[src/rtl/cpu_pkg.sv]
// Shared definitions for the control-step sequencer.
//   state_t        : sequencer states (IDLE, fetch T0-T2, execute T3-T6, ALU wait T4W)
//   OP_*           : opcode constants; opcodes above OP_MAX_LEGAL are unsupported
//   IR_*_LO/HI     : instruction-register field positions
//   is_multicycle  : true for opcodes whose result arrives over several cycles (MUL/DIV)
package cpu_pkg;

    typedef enum logic [3:0] {
        IDLE = 4'd0,
        T0   = 4'd1,
        T1   = 4'd2,
        T2   = 4'd3,
        T3   = 4'd4,
        T4   = 4'd5,
        T4W  = 4'd6,
        T5   = 4'd7,
        T6   = 4'd8
    } state_t;

    localparam int OPC_W = 5;

    localparam logic [OPC_W-1:0] OP_MUL       = 5'b00011;
    localparam logic [OPC_W-1:0] OP_DIV       = 5'b00100;
    localparam logic [OPC_W-1:0] OP_MAX_LEGAL = 5'b01111;

    localparam int IR_OPC_HI = 31;
    localparam int IR_OPC_LO = 27;
    localparam int IR_RA_HI  = 26;
    localparam int IR_RA_LO  = 23;
    localparam int IR_RB_HI  = 22;
    localparam int IR_RB_LO  = 19;
    localparam int IR_RC_HI  = 18;
    localparam int IR_RC_LO  = 15;

    function automatic logic is_multicycle(input logic [OPC_W-1:0] op);
        return (op == OP_MUL) || (op == OP_DIV);
    endfunction

endpackage

[src/rtl/onehot_dec.sv]
// Register-select to one-hot decoder with enable.
//   en     in   decode enable; all outputs 0 when low
//   sel    in   REG_SEL_W register index
//   onehot out  NUM_REGS one-hot vector; the bit is suppressed when sel >= NUM_REGS
//   oor    out  high when enabled and sel addresses a register that does not exist
module onehot_dec #(
    parameter int NUM_REGS  = 16,
    parameter int REG_SEL_W = 4
) (
    input  logic                 en,
    input  logic [REG_SEL_W-1:0] sel,
    output logic [NUM_REGS-1:0]  onehot,
    output logic                 oor
);

    always_comb begin
        onehot = '0;
        for (int i = 0; i < NUM_REGS; i++) begin
            onehot[i] = en && (sel == REG_SEL_W'(i));
        end
        oor = en && (int'(sel) >= NUM_REGS);
    end

endmodule

[src/rtl/ctrl_sequencer.sv]
// Control-step sequencer driving the datapath strobes for instruction fetch
// (T0-T2) and three-operand ALU execute (T3-T6), as a clocked Moore machine
// with a memory-ready wait in T1, a variable-latency ALU wait (T4W) for
// MUL/DIV, and a run mode that chains instructions without passing IDLE.
//
// Ports:
//   clk, clr            clock (rising edge), asynchronous active-low reset
//   start, run          begin from IDLE / continue after end-of-instruction
//   ir_q                IR contents (opcode, ra, rb, rc fields)
//   mem_rdy, alu_done   wait-state releases, only looked at in T1 / T4W
//   reg_in, reg_out     one-hot register load / drive
//   pc_out .. hi_in     single-bit datapath strobes
//   alu_op              opcode presented to the ALU in T4/T4W, else 0
//   busy, done, illegal status; done and illegal are single-cycle pulses
//   state_dbg           current state, for observation only
//
// Handshake: mem_rdy and alu_done are level "result valid" indications from
// the datapath; the sequencer advances on the first cycle it sees them high
// while in the matching wait state and ignores them in every other state.
module ctrl_sequencer
    import cpu_pkg::*;
#(
    parameter int NUM_REGS  = 16,
    parameter int REG_SEL_W = 4,
    parameter int OPCODE_W  = 5,
    parameter int DATA_W    = 32
) (
    input  logic                clk,
    input  logic                clr,
    input  logic                start,
    input  logic                run,
    input  logic [DATA_W-1:0]   ir_q,
    input  logic                mem_rdy,
    input  logic                alu_done,
    output logic [NUM_REGS-1:0] reg_in,
    output logic [NUM_REGS-1:0] reg_out,
    output logic                pc_out,
    output logic                pc_in,
    output logic                inc_pc,
    output logic                mar_in,
    output logic                mdr_in,
    output logic                mdr_out,
    output logic                read,
    output logic                ir_in,
    output logic                y_in,
    output logic                z_in,
    output logic                zlow_out,
    output logic                zhigh_out,
    output logic                lo_in,
    output logic                hi_in,
    output logic [OPCODE_W-1:0] alu_op,
    output logic                busy,
    output logic                done,
    output logic                illegal,
    output state_t              state_dbg
);

    state_t state_q, state_d;

    // High once the current T1 visit has lasted a cycle; PC reload happens
    // only on the first T1 cycle so a memory wait cannot re-increment it.
    logic t1_seen_q;

    logic [OPCODE_W-1:0]  opc_q, opc;
    logic [REG_SEL_W-1:0] ra_q, rb_q, rc_q, ra, rb, rc;

    logic opc_ok, multi, illegal_op;
    logic out_en, in_en, out_oor, in_oor;
    logic [REG_SEL_W-1:0] out_sel;

    // Low IR bits carry no control information.
    logic unused_ir;
    assign unused_ir = ^ir_q[IR_RC_LO-1:0];

    // The IR loads on the same edge that enters T3, so during T3 the fields
    // come straight from ir_q; they are held from the end of T3 onward.
    always_comb begin
        if (state_q == T3) begin
            opc = ir_q[IR_OPC_LO +: OPCODE_W];
            ra  = ir_q[IR_RA_LO  +: REG_SEL_W];
            rb  = ir_q[IR_RB_LO  +: REG_SEL_W];
            rc  = ir_q[IR_RC_LO  +: REG_SEL_W];
        end else begin
            opc = opc_q;
            ra  = ra_q;
            rb  = rb_q;
            rc  = rc_q;
        end
    end

    assign opc_ok = (opc <= OPCODE_W'(OP_MAX_LEGAL));
    assign multi  = is_multicycle(OPC_W'(opc));

    // reg_out is driven only in T3 (rb) and T4 (rc); reg_in only in T5 of a
    // single-cycle op. These never overlap, so the two vectors are exclusive.
    assign out_en  = (state_q == T3) || (state_q == T4);
    assign out_sel = (state_q == T4) ? rc : rb;
    assign in_en   = (state_q == T5) && !multi;

    onehot_dec #(
        .NUM_REGS  (NUM_REGS),
        .REG_SEL_W (REG_SEL_W)
    ) u_out_dec (
        .en     (out_en),
        .sel    (out_sel),
        .onehot (reg_out),
        .oor    (out_oor)
    );

    onehot_dec #(
        .NUM_REGS  (NUM_REGS),
        .REG_SEL_W (REG_SEL_W)
    ) u_in_dec (
        .en     (in_en),
        .sel    (ra),
        .onehot (reg_in),
        .oor    (in_oor)
    );

    assign illegal   = illegal_op || out_oor || in_oor;
    assign state_dbg = state_q;

    always_ff @(posedge clk or negedge clr) begin
        if (!clr) begin
            state_q <= IDLE;
        end else begin
            state_q <= state_d;
        end
    end

    always_ff @(posedge clk or negedge clr) begin
        if (!clr) begin
            t1_seen_q <= 1'b0;
            opc_q     <= '0;
            ra_q      <= '0;
            rb_q      <= '0;
            rc_q      <= '0;
        end else begin
            t1_seen_q <= (state_q == T1);
            if (state_q == T3) begin
                opc_q <= opc;
                ra_q  <= ra;
                rb_q  <= rb;
                rc_q  <= rc;
            end
        end
    end

    always_comb begin
        state_d    = state_q;
        pc_out     = 1'b0;
        pc_in      = 1'b0;
        inc_pc     = 1'b0;
        mar_in     = 1'b0;
        mdr_in     = 1'b0;
        mdr_out    = 1'b0;
        read       = 1'b0;
        ir_in      = 1'b0;
        y_in       = 1'b0;
        z_in       = 1'b0;
        zlow_out   = 1'b0;
        zhigh_out  = 1'b0;
        lo_in      = 1'b0;
        hi_in      = 1'b0;
        alu_op     = '0;
        done       = 1'b0;
        illegal_op = 1'b0;
        busy       = (state_q != IDLE);

        case (state_q)
            IDLE: begin
                if (start) state_d = T0;
            end
            T0: begin
                pc_out  = 1'b1;
                mar_in  = 1'b1;
                inc_pc  = 1'b1;
                z_in    = 1'b1;
                state_d = T1;
            end
            T1: begin
                zlow_out = 1'b1;
                pc_in    = !t1_seen_q;
                read     = 1'b1;
                mdr_in   = 1'b1;
                if (mem_rdy) state_d = T2;
            end
            T2: begin
                mdr_out = 1'b1;
                ir_in   = 1'b1;
                state_d = T3;
            end
            T3: begin
                y_in = 1'b1;
                if (!opc_ok) begin
                    illegal_op = 1'b1;
                    done       = 1'b1;
                    state_d    = run ? T0 : IDLE;
                end else begin
                    state_d = T4;
                end
            end
            T4: begin
                alu_op  = opc;
                z_in    = 1'b1;
                state_d = multi ? T4W : T5;
            end
            T4W: begin
                alu_op = opc;
                z_in   = 1'b1;
                if (alu_done) state_d = T5;
            end
            T5: begin
                zlow_out = 1'b1;
                if (multi) begin
                    lo_in   = 1'b1;
                    state_d = T6;
                end else begin
                    done    = 1'b1;
                    state_d = run ? T0 : IDLE;
                end
            end
            T6: begin
                zhigh_out = 1'b1;
                hi_in     = 1'b1;
                done      = 1'b1;
                state_d   = run ? T0 : IDLE;
            end
            default: begin
                state_d = IDLE;
            end
        endcase
    end

endmodule

[config.mk]
export PLATFORM = sky130hd
export DESIGN_NAME = ctrl_sequencer
export DESIGN_NICKNAME = d
export VERILOG_FILES = /design/src/rtl/cpu_pkg.sv /design/src/rtl/onehot_dec.sv /design/src/rtl/ctrl_sequencer.sv
export SDC_FILE = /design/constraint.sdc
export NUM_CORES = 1
export LEC_CHECK = 0
export CORE_UTILIZATION = 43
export CTS_CLUSTER_DIAMETER = 60
export DETAILED_ROUTE_END_ITERATION = 8
export DONT_BUFFER_PORTS = 1
export PLACE_DENSITY = 0.61
export SETUP_SLACK_MARGIN = 0.5
export SKIP_LAST_GASP = 1
export SYNTH_ARGS = -nofsm -noshare
export SYNTH_HDL_FRONTEND = slang
export SYNTH_SLANG_ARGS = --single-unit
export TNS_END_PERCENT = 50
[constraint.sdc]
create_clock -name clk -period 4.4 [get_ports clk]
set_input_delay 1.32 -clock clk [delete_from_list [all_inputs] [get_ports clk]]
set_output_delay 1.32 -clock clk [all_outputs]
set_load 0.03 [all_outputs]
Word-level counts from Yosys, hierarchy flattened
Cells that the tools add are included.
{"block": "word_totals", "reg_bits": 22, "latchBits": 0, "mem_bits_rw": 0, "rom_bits": 0, "elab_cells": 123, "mem_count": 0}
{"block": "classes", "add_sub_neg": 0, "multipliers": 0, "div_mod_pow": 0, "magnitude_cmp": 1, "n_eq_ne": 43, "shift": 0, "muxes": 28, "n_bitwise": 0, "reduce_logical": 45}
{"op": "$eq A4 B4 Y1 const B", "n": 17}
{"op": "$eq A4 B3 Y1 const B", "n": 12}
{"op": "$pmux W4 S9", "n": 1}
{"op": "$logic_and A1 B1 Y1", "n": 33}
{"op": "$mux W4", "n": 8}
{"op": "$eq A4 B2 Y1 const B", "n": 6}
{"op": "$mux W1", "n": 15}
{"op": "$eq A4 B1 Y1 const B", "n": 3}
{"op": "$logic_not A4 Y1", "n": 3}
{"op": "$mux W5", "n": 2}
{"op": "$ne A2 B2 Y1 const B", "n": 3}
{"op": "$eq A5 B2 Y1 const B", "n": 1}
{"op": "$eq A5 B3 Y1 const B", "n": 1}
{"op": "$le A5 B4 Y1 const B", "n": 1}
{"op": "$reduce_bool A4 Y1", "n": 1}
{"op": "$reduce_or A2 Y1", "n": 2}
{"op": "$mux W3", "n": 1}
{"op": "$pmux W1 S3", "n": 1}
{"op": "$reduce_and A3 Y1", "n": 1}
{"op": "$reduce_or A3 Y1", "n": 1}
{"op": "$logic_not A1 Y1", "n": 2}
{"op": "$logic_or A1 B1 Y1", "n": 2}

Logic depth before layout (Yosys ltp)
Gate-level depths: netlist of the first run.
{"block": "logic_depth", "word_depth": 7, "mapped_depth": 7, "mapped_depth_nobuf": 5}

Hierarchy
Synthesis of the first run repeated with hierarchy kept, for this count alone.
{"block": "hier_totals", "hier_cells": 168, "area_unflattened_um2": 1510.2}
{"mod": "ctrl_sequencer", "n_inst": 1, "cells_per_inst": 118, "area_per_inst_um2": 1252.5}
{"mod": "onehot_dec", "n_inst": 2, "cells_per_inst": 25, "area_per_inst_um2": 128.9}

Worst setup path before layout of the first run
OpenSTA, ideal clock, no wires.
{"block": "synth_timing", "kind": "input port to output port", "start": "in ir_q[27]", "end": "out reg_in[0]", "arrival_time_ns": 2.817, "setup_slack_ns": 0.263, "cell_stages": 5, "path_buffers": 1, "cell_sequence": "and3b_1 -> o211ai_1 -> o211ai_4 -> buf_6 -> nor3_1"}
{"block": "synth_between", "elab_chain_len": 6}
{"element": "start, declared", "line": "ctrl_sequencer.sv:32", "text": "input logic [DATA_W-1:0] ir_q,"}
{"element": "$mux W5 *", "line": "ctrl_sequencer.sv:78", "text": "if (state_q == T3) begin"}
{"element": "$eq A5 B2 Y1 or $eq A5 B3 Y1 (tied branches)", "line": "cpu_pkg.sv:36", "text": "return (op == OP_MUL) || (op == OP_DIV);"}
{"element": "$logic_or A1 B1 Y1 *", "line": "cpu_pkg.sv:36"}
{"element": "$logic_not A1 Y1 *", "line": "ctrl_sequencer.sv:98", "text": "assign in_en = (state_q == T5) && !multi;"}
{"element": "$logic_and A1 B1 Y1 *", "line": "ctrl_sequencer.sv:98"}
{"element": "$logic_and A1 B1 Y1 *", "line": "onehot_dec.sv:19", "text": "onehot[i] = en && (sel == REG_SEL_W'(i));"}
{"element": "end, declared", "line": "ctrl_sequencer.sv:35", "text": "output logic [NUM_REGS-1:0] reg_in,"}
Every way passes the cells marked *; elsewhere a longest branch is shown, timed or not.

Worst setup path after layout of the first run
{"block": "layout_timing", "start": "in ir_q[27]", "end": "out reg_in[2]"}
Same word-level chain as after synthesis.

==> results of run 1 <==
## timing repair
item	4_1_cts	5_1_grt
resized for setup	1	6
pin swaps	1	2
setup buffers	1	0
endpoints found under the setup margin	19	21
hold endpoints to repair	0	0
## through the flow
| step | hold WS [ps] | utilization, % |
|---|---|---|
| 3_3_place_gp | 493.8 | 54.73 |
| 2_1_floorplan | 460.5 | - |
| 3_5_place_dp | 497.5 | 54.73 |
| 4_1_cts | 516.1 | 56.71 |
| 6_report | 513.9 | 57.47 |
| 5_1_grt | 554.2 | 57.47 |
## area by class of cell
cell class	instances	area, µm²	share of cell area (%)
multi-input cells	178	1018	51.10
flip-flops and latches	20	501.7	25.17
repair buffers	42	327.8	16.45
well taps	46	57.56	2.888
inverters	9	46.29	2.323
clock buffers	3	41.29	2.072
## cells in the mapped netlist, types with 3 or more instances
library cell and instances:
nand2_1 48, nor3_1 24, nand2b_1 8, nor3b_1 7
and2_1 8, a21oi_1 6, clkbuf_1 7, buf_2 3
o21ai_0 9, mux2i_1 8, dfrtp_1 20, inv_1 8
nor2_1 27, buf_4 5, nand3b_1 3, a31oi_1 5
## kinds of logic after synthesis
kind of cell / count (synthesis)
simple gates: 137
mux: 10
compound gates: 31
buf+inv: 26
flops: 20
## state kept, by name, indices dropped and copies added (netlist names)
register	count
opc_q	5
ra_q	4
rc_q	4
state_dbg	4
rb_q	2
t1_seen_q	1
## metal layers
metal / vias up / GRT usage, % / wire length (µm)
li1: 815 / - / -
met1: 728 / 24.52 / 1802
met2: 65 / 38.03 / 2008
met3: 5 / 3.804 / 313
met4: 0 / 7.670 / 51
met5: - / 0 / 0
## final timing paths
kind | endpoint | depth (start not counted)
setup / recovery | reg_in[2] | 6
hold / removal | opc_q[3]$_DFFE_PN0P_ | 2
setup reg to reg | state_dbg[0]$_DFFE_PN0P_ | 5
hold reg to reg | opc_q[3]$_DFFE_PN0P_ | 2
max in group asynchronous | state_dbg[3]$_DFFE_PN0P_ | 0
min in group asynchronous | rc_q[0]$_DFFE_PN0P_ | 0
## critical path: stages
cell and delay (ps):
and3b_1 160, o211ai_1 370, o211ai_4 130, buf_12 180
nor3_1 200, buf_4 190
## power by group through the flow
stage,Combinational (µW),Sequential [µW],Clock (µW)
floorplan,712,371,0
global placement,857,347,0
detailed placement,878,356,0
CTS,894,352,124
global route,997,369,128
finish,907,354,120
==> summary.txt, run 1 <==
Clock network
  – Worst skew pair latency: 260 ps
  – Number of buffers created by CTS: 3
  – Clock Sinks: 20
  – Post-CTS Hold Buffers: 0
  – Clock transition at path regs: 70 ps
  – Clk root buf: clkbuf_8
  – CTS tree: built
  – Clk buf depth: 2
  – H-tree levels: 1

Global routing
  – Vias in the first global route: around 1,500
  – Overflow after GRT: 0
  – First-pass GRT wire length: 6.789 mm
  – Largest net degree at the start of global routing: 26
  – Antenna violations before repair: 0
  – Total Routing Usage GR: 21.09%

Logic synthesis
  – Post-synth EDFFs: 0
  – Synth Instances: 224
  – Synth top area share: between 30 and 40%
  – Unique cell type count in the Yosys netlist: 38
  – Xor-xnor portion of the synthesized cell area: 0%
  – Asr flop ratio synth: between 90% and 100%
  – Cell Area, Synth: 1618 µm²
  – Register area share after synthesis: 30.94%
  – Synth Area in Simple Gates: roughly 42%
  – Mapped Nets: 262
  – Yosys top cell by area: dfrtp_1
  – Synth warn: 0
  – Most frequently used flop master after synthesis: dfrtp_1
  – Compound-Gate Fraction of Synth Area: 12.53%
  – Mux share of post-synthesis cell area: 6.342%
  – Yosys reg bits: 20
  – Main combinational cell family by area after synthesis: simple AND/OR/NAND/NOR gates
  – Average instance area after synthesis: 7.222 µm²
  – Adder-cell share of the synthesized area: 0%
  – Synth top area cells: dfrtp_1 31%, nand2_1 11%, nor3_1 7.4%

Timing
  – Clock skew: 3.828 ps
  – Final worst slack: 523.5 ps
  – RSZ-0062 raised after global routing: true
  – Tcrit/Tclk final: approximately nine tenths
  – # setup viols final: 0
  – Slew Limit Headroom: 34.08%
  – Fin. Hold Viols: 0
  – Total negative setup slack: 0 ps
  – Final Critical Period: slightly below 4000 ps
  – Fmax achieved: 258.0 MHz
  – Final slew viol count: 0
  – Measured slew at the worst slew-check pin: between 900 and 1000 ps

Setup path
  – R2R Setup Slk: approximately 2500 ps
  – Crit path required time: 3080 ps
  – Setup crit end kind: primary output
  – Worst path arrival time: 2560 ps
  – CP Max Fanout: 17
  – Startpoint Class: primary input
  – Critical path type: in2out
  – R2R Path Start: state_dbg[3]$_DFFE_PN0P_
  – Crit path from: ir_q[27]

Die
  – Die area: 4011 µm²
  – Initial Util: 46.65%
  – Die Ht: 63.34 µm
  – Site row count: 21
  – Core area: around 3500 µm²
  – Horiz. Die Dim: 63.34 µm
  – IO Count: 96

Detailed routing
  – Via Count: 1,613
  – Routed len/inst: 14.01 µm
  – Routed Wire Length: approximately 4.2 mm
  – Vias per cell: 5.413
  – DR pass1 iterations: 4
  – Iter 0 DRT Violations: 128
  – DRT antenna net count: 0
  – Post-route DRC: 0

Pwr
  – Logic pwr share: 65.7%
  – Int Power: 616.4 µW
  – P per Cell Area: 692.6 nW/µm²
  – Pwr Total: 1380 µW
  – Switching Fraction: a little under three fifths
  – Peak VDD IR: 243.5 µV
  – Sequential Power Share: 25.6%
  – Clk pwr share: 8.7%
  – P_leak: approximately 0.00094 µW
  – Psw: 764.1 µW

Job
  – Max_cap viols: 0

Place
  – Placed cell count: 294
  – DP Worst Slack: 524.6 ps
  – Placement Cell Area: about 1900 µm²
  – Routability Congestion: 0.7920
  – # port buffers: 0
  – DP HPWL: 3.098 mm

Layout
  – Final Net Count: 292
  – Finished Layout Cells: 298
  – Most common cell after layout, fill and taps aside: nand2_1
  – Final instance area: 1993 µm²
  – Proportion of layout cells with a drive suffix above 1: 23.41%
  – FILL cells: 326
  – P&R area growth vs syn: 23.20%
  – Most frequent cells in the layout: 48 x nand2_1, 41 x buf_4, 27 x nor2_1, 19 x dfrtp_1, 18 x nor3_1
  – Number of diodes: 0

Min path
  – Worst hold start: opc_q[3]$_DFFE_PN0P_
  – Worst hold path type: reg2reg

Outcome
  – Status: completed
Note: power is estimated with default switching activity, not from simulation.
==> inputs of run 2 (changes only) <==
SLEW_MARGIN = 10   (was not set)
==> results of run 2 <==
Final layout, timing and power as in run 1 (identical DEF).
==> inputs of run 3 (changes only) <==
CELL_PAD_IN_SITES_DETAIL_PLACEMENT = 0   (was not set)
CELL_PAD_IN_SITES_GLOBAL_PLACEMENT = 1   (was not set)
PLACE_DENSITY = 0.83   (was 0.61)
SETUP_SLACK_MARGIN = not set   (was 0.5)
==> run 3 against run 2 <==
  * Fmax up 0.87%
  * Sequential cell count stayed put
  * Sequential share of layout area increased by 0.45 points
  * Final cell count down 0.34%
  * Wire length down 3.7%
  * Clock power is 18% higher
  * Power is 0.13% higher
  * Worst setup slack improved by 33 ps
  * Register-to-register slack lost 90 ps
  * Die area is the same
  * Utilization down 1.2 points
  * Critical path depth stayed put
  * Largest cell class unchanged
  * Highest routed layer unchanged
==> summary.txt, run 3 (synthesized netlist as in run 1, its figures left out) <==
Outcome
  – Status: completed

Clock network
  – Resized Gates After CTS: 0
  – H-tree levels: 1
  – Clock transition at path regs: 80 ps
  – Post-CTS Hold Buffers: 0
  – Worst skew pair latency: about 260 ps
  – Clk root buf: clkbuf_8
  – Number of buffers created by CTS: 3
  – CTS tree: built
  – Post-CTS Setup Repair Bufs: 0
  – Clk buf depth: 2
  – Clock Sinks: 20

Setup path
  – R2R Path Start: state_dbg[3]$_DFFE_PN0P_
  – R2r worst-path depth: 5
  – Worst path arrival time: around 2500 ps
  – Startpoint Class: flip-flop
  – R2R Setup Slk: roughly 2400 ps
  – CP Max Fanout: 17
  – R2r endpoint: state_dbg[0]$_DFFE_PN0P_
  – Crit path required time: 3080 ps
  – Setup crit end kind: primary output
  – Crit path from: state_dbg[3]$_DFFE_PN0P_
  – Critical path type: reg2out

Layout
  – P&R area growth vs syn: 20.73%
  – Most common cell after layout, fill and taps aside: nand2_1
  – Proportion of layout cells with a drive suffix above 1: ~21%
  – Most frequent cells in the layout: 48 x nand2_1, 39 x buf_4, 27 x nor2_1, 22 x nor3_1, 20 x dfrtp_1
  – FILL cells: approximately 330
  – Max reg flops: 5
  – Final Net Count: 290
  – Number of diodes: 0
  – Biggest register: opc_q

Die
  – Die area: 4011 µm²
  – Site row count: 21
  – Die Ht: 63.34 µm
  – Horiz. Die Dim: around 63 µm
  – IO Count: 96
  – Core area: around 3500 µm²
  – Initial Util: approximately 47%

Global routing
  – Antenna violations before repair: 0
  – Overflow after GRT: 0
  – First-pass GRT wire length: 6.417 mm
  – Largest net degree at the start of global routing: 26
  – Vias in the first global route: 1,326
  – Total Routing Usage GR: approximately a fifth

Detailed routing
  – Routed len/inst: 13.54 µm
  – DR pass1 iterations: 4
  – Post-route DRC: 0
  – Routed Wire Length: 4.021 mm
  – DRT antenna net count: 0
  – Via Count: 1,612
  – Vias per cell: around 5.4
  – Iter 0 DRT Violations: 147

Place
  – DP HPWL: 3.007 mm
  – Routability Congestion: 0.7967
  – # port buffers: 0

Min path
  – Worst Hold Depth: 2
  – Worst hold path type: reg2reg
  – Worst hold start: opc_q[4]$_DFFE_PN0P_
  – Sink of the worst hold path: opc_q[4]$_DFFE_PN0P_

Timing
  – # setup viols final: 0
  – Final Critical Period: slightly below 4000 ps
  – Fin. Hold Viols: 0
  – Slew Limit Headroom: 34.28%
  – Fmax achieved: around 260 MHz
  – Total negative setup slack: 0 ps
  – Hold_ws: 502.2 ps
  – Measured slew at the worst slew-check pin: 980.4 ps
  – Final slew viol count: 0
  – Tcrit/Tclk final: 87.34%
  – RSZ-0062 raised after global routing: false
  – Clock skew: 6.263 ps

Pwr
  – Peak VDD IR: about 260 µV
  – P per Cell Area: roughly 710 nW/µm²
  – P_leak: 0.0009176 µW

Job
  – Max_cap viols: 0
-- run 3: final cells by class --
type	count	area [µm²]	area share, %
Inverter	9	38.79	1.986
Sequential cell	20	500.5	25.62
Timing Repair Buffer	40	307.8	15.76
Multi-Input combinational cell	178	993.5	50.86
Tap cell	46	57.56	2.947
Clock buffer	4	55.05	2.819
-- run 3: worst max path at each step --
stage | slack [ps] | end | cells past startpoint
finish | 560 | done | 6
global route | 360 | done | 6
CTS | 540 | done | 6
detailed placement | 570 | reg_in[1] | 5
global placement | 580 | reg_in[13] | 5
floorplan | 260 | reg_in[0] | 5
-- run 3: power breakdown --
part	leakage [µW]	internal [µW]	switching (µW)
Clock	0.0000288	79.7	62.8
Sequential	0.000247	272	85.9
Combinational	0.000642	275	607
Total	0.000918	627	755
-- run 3: critical path, stage by stage (launching register included) --
cell      delay (ps)
dfrtp_1          500
buf_4            250
nor3b_1          560
o211ai_1         320
o211ai_4         290
nand3b_1         140
buf_4            190
-- run 3: routing by layer --
layer	track usage, %	up-vias	routed length (µm)
met4	2.557	0	35
met5	0	-	0
met3	5.978	4	261
li1	-	813	-
met2	31.12	55	1920
met1	28.06	740	1804
-- run 3: per-stage QoR --
| stage | cell area, µm² | utilization, % | cells | worst slack (ps) | total power [µW] |
|---|---|---|---|---|---|
| after CTS | 1953 | 56.31 | 297 | 541.9 | 1385 |
| after detailed placement | 1898 | 54.73 | 293 | 568.9 | 1239 |
| after global placement | 1898 | 54.73 | 293 | 575.4 | 1233 |
| after floorplan | 1618 | - | 224 | 262.8 | 1084 |
| after global routing | 1953 | 56.31 | 297 | 356.6 | 1492 |
| final | 1953 | 56.31 | 297 | 556.9 | 1382 |
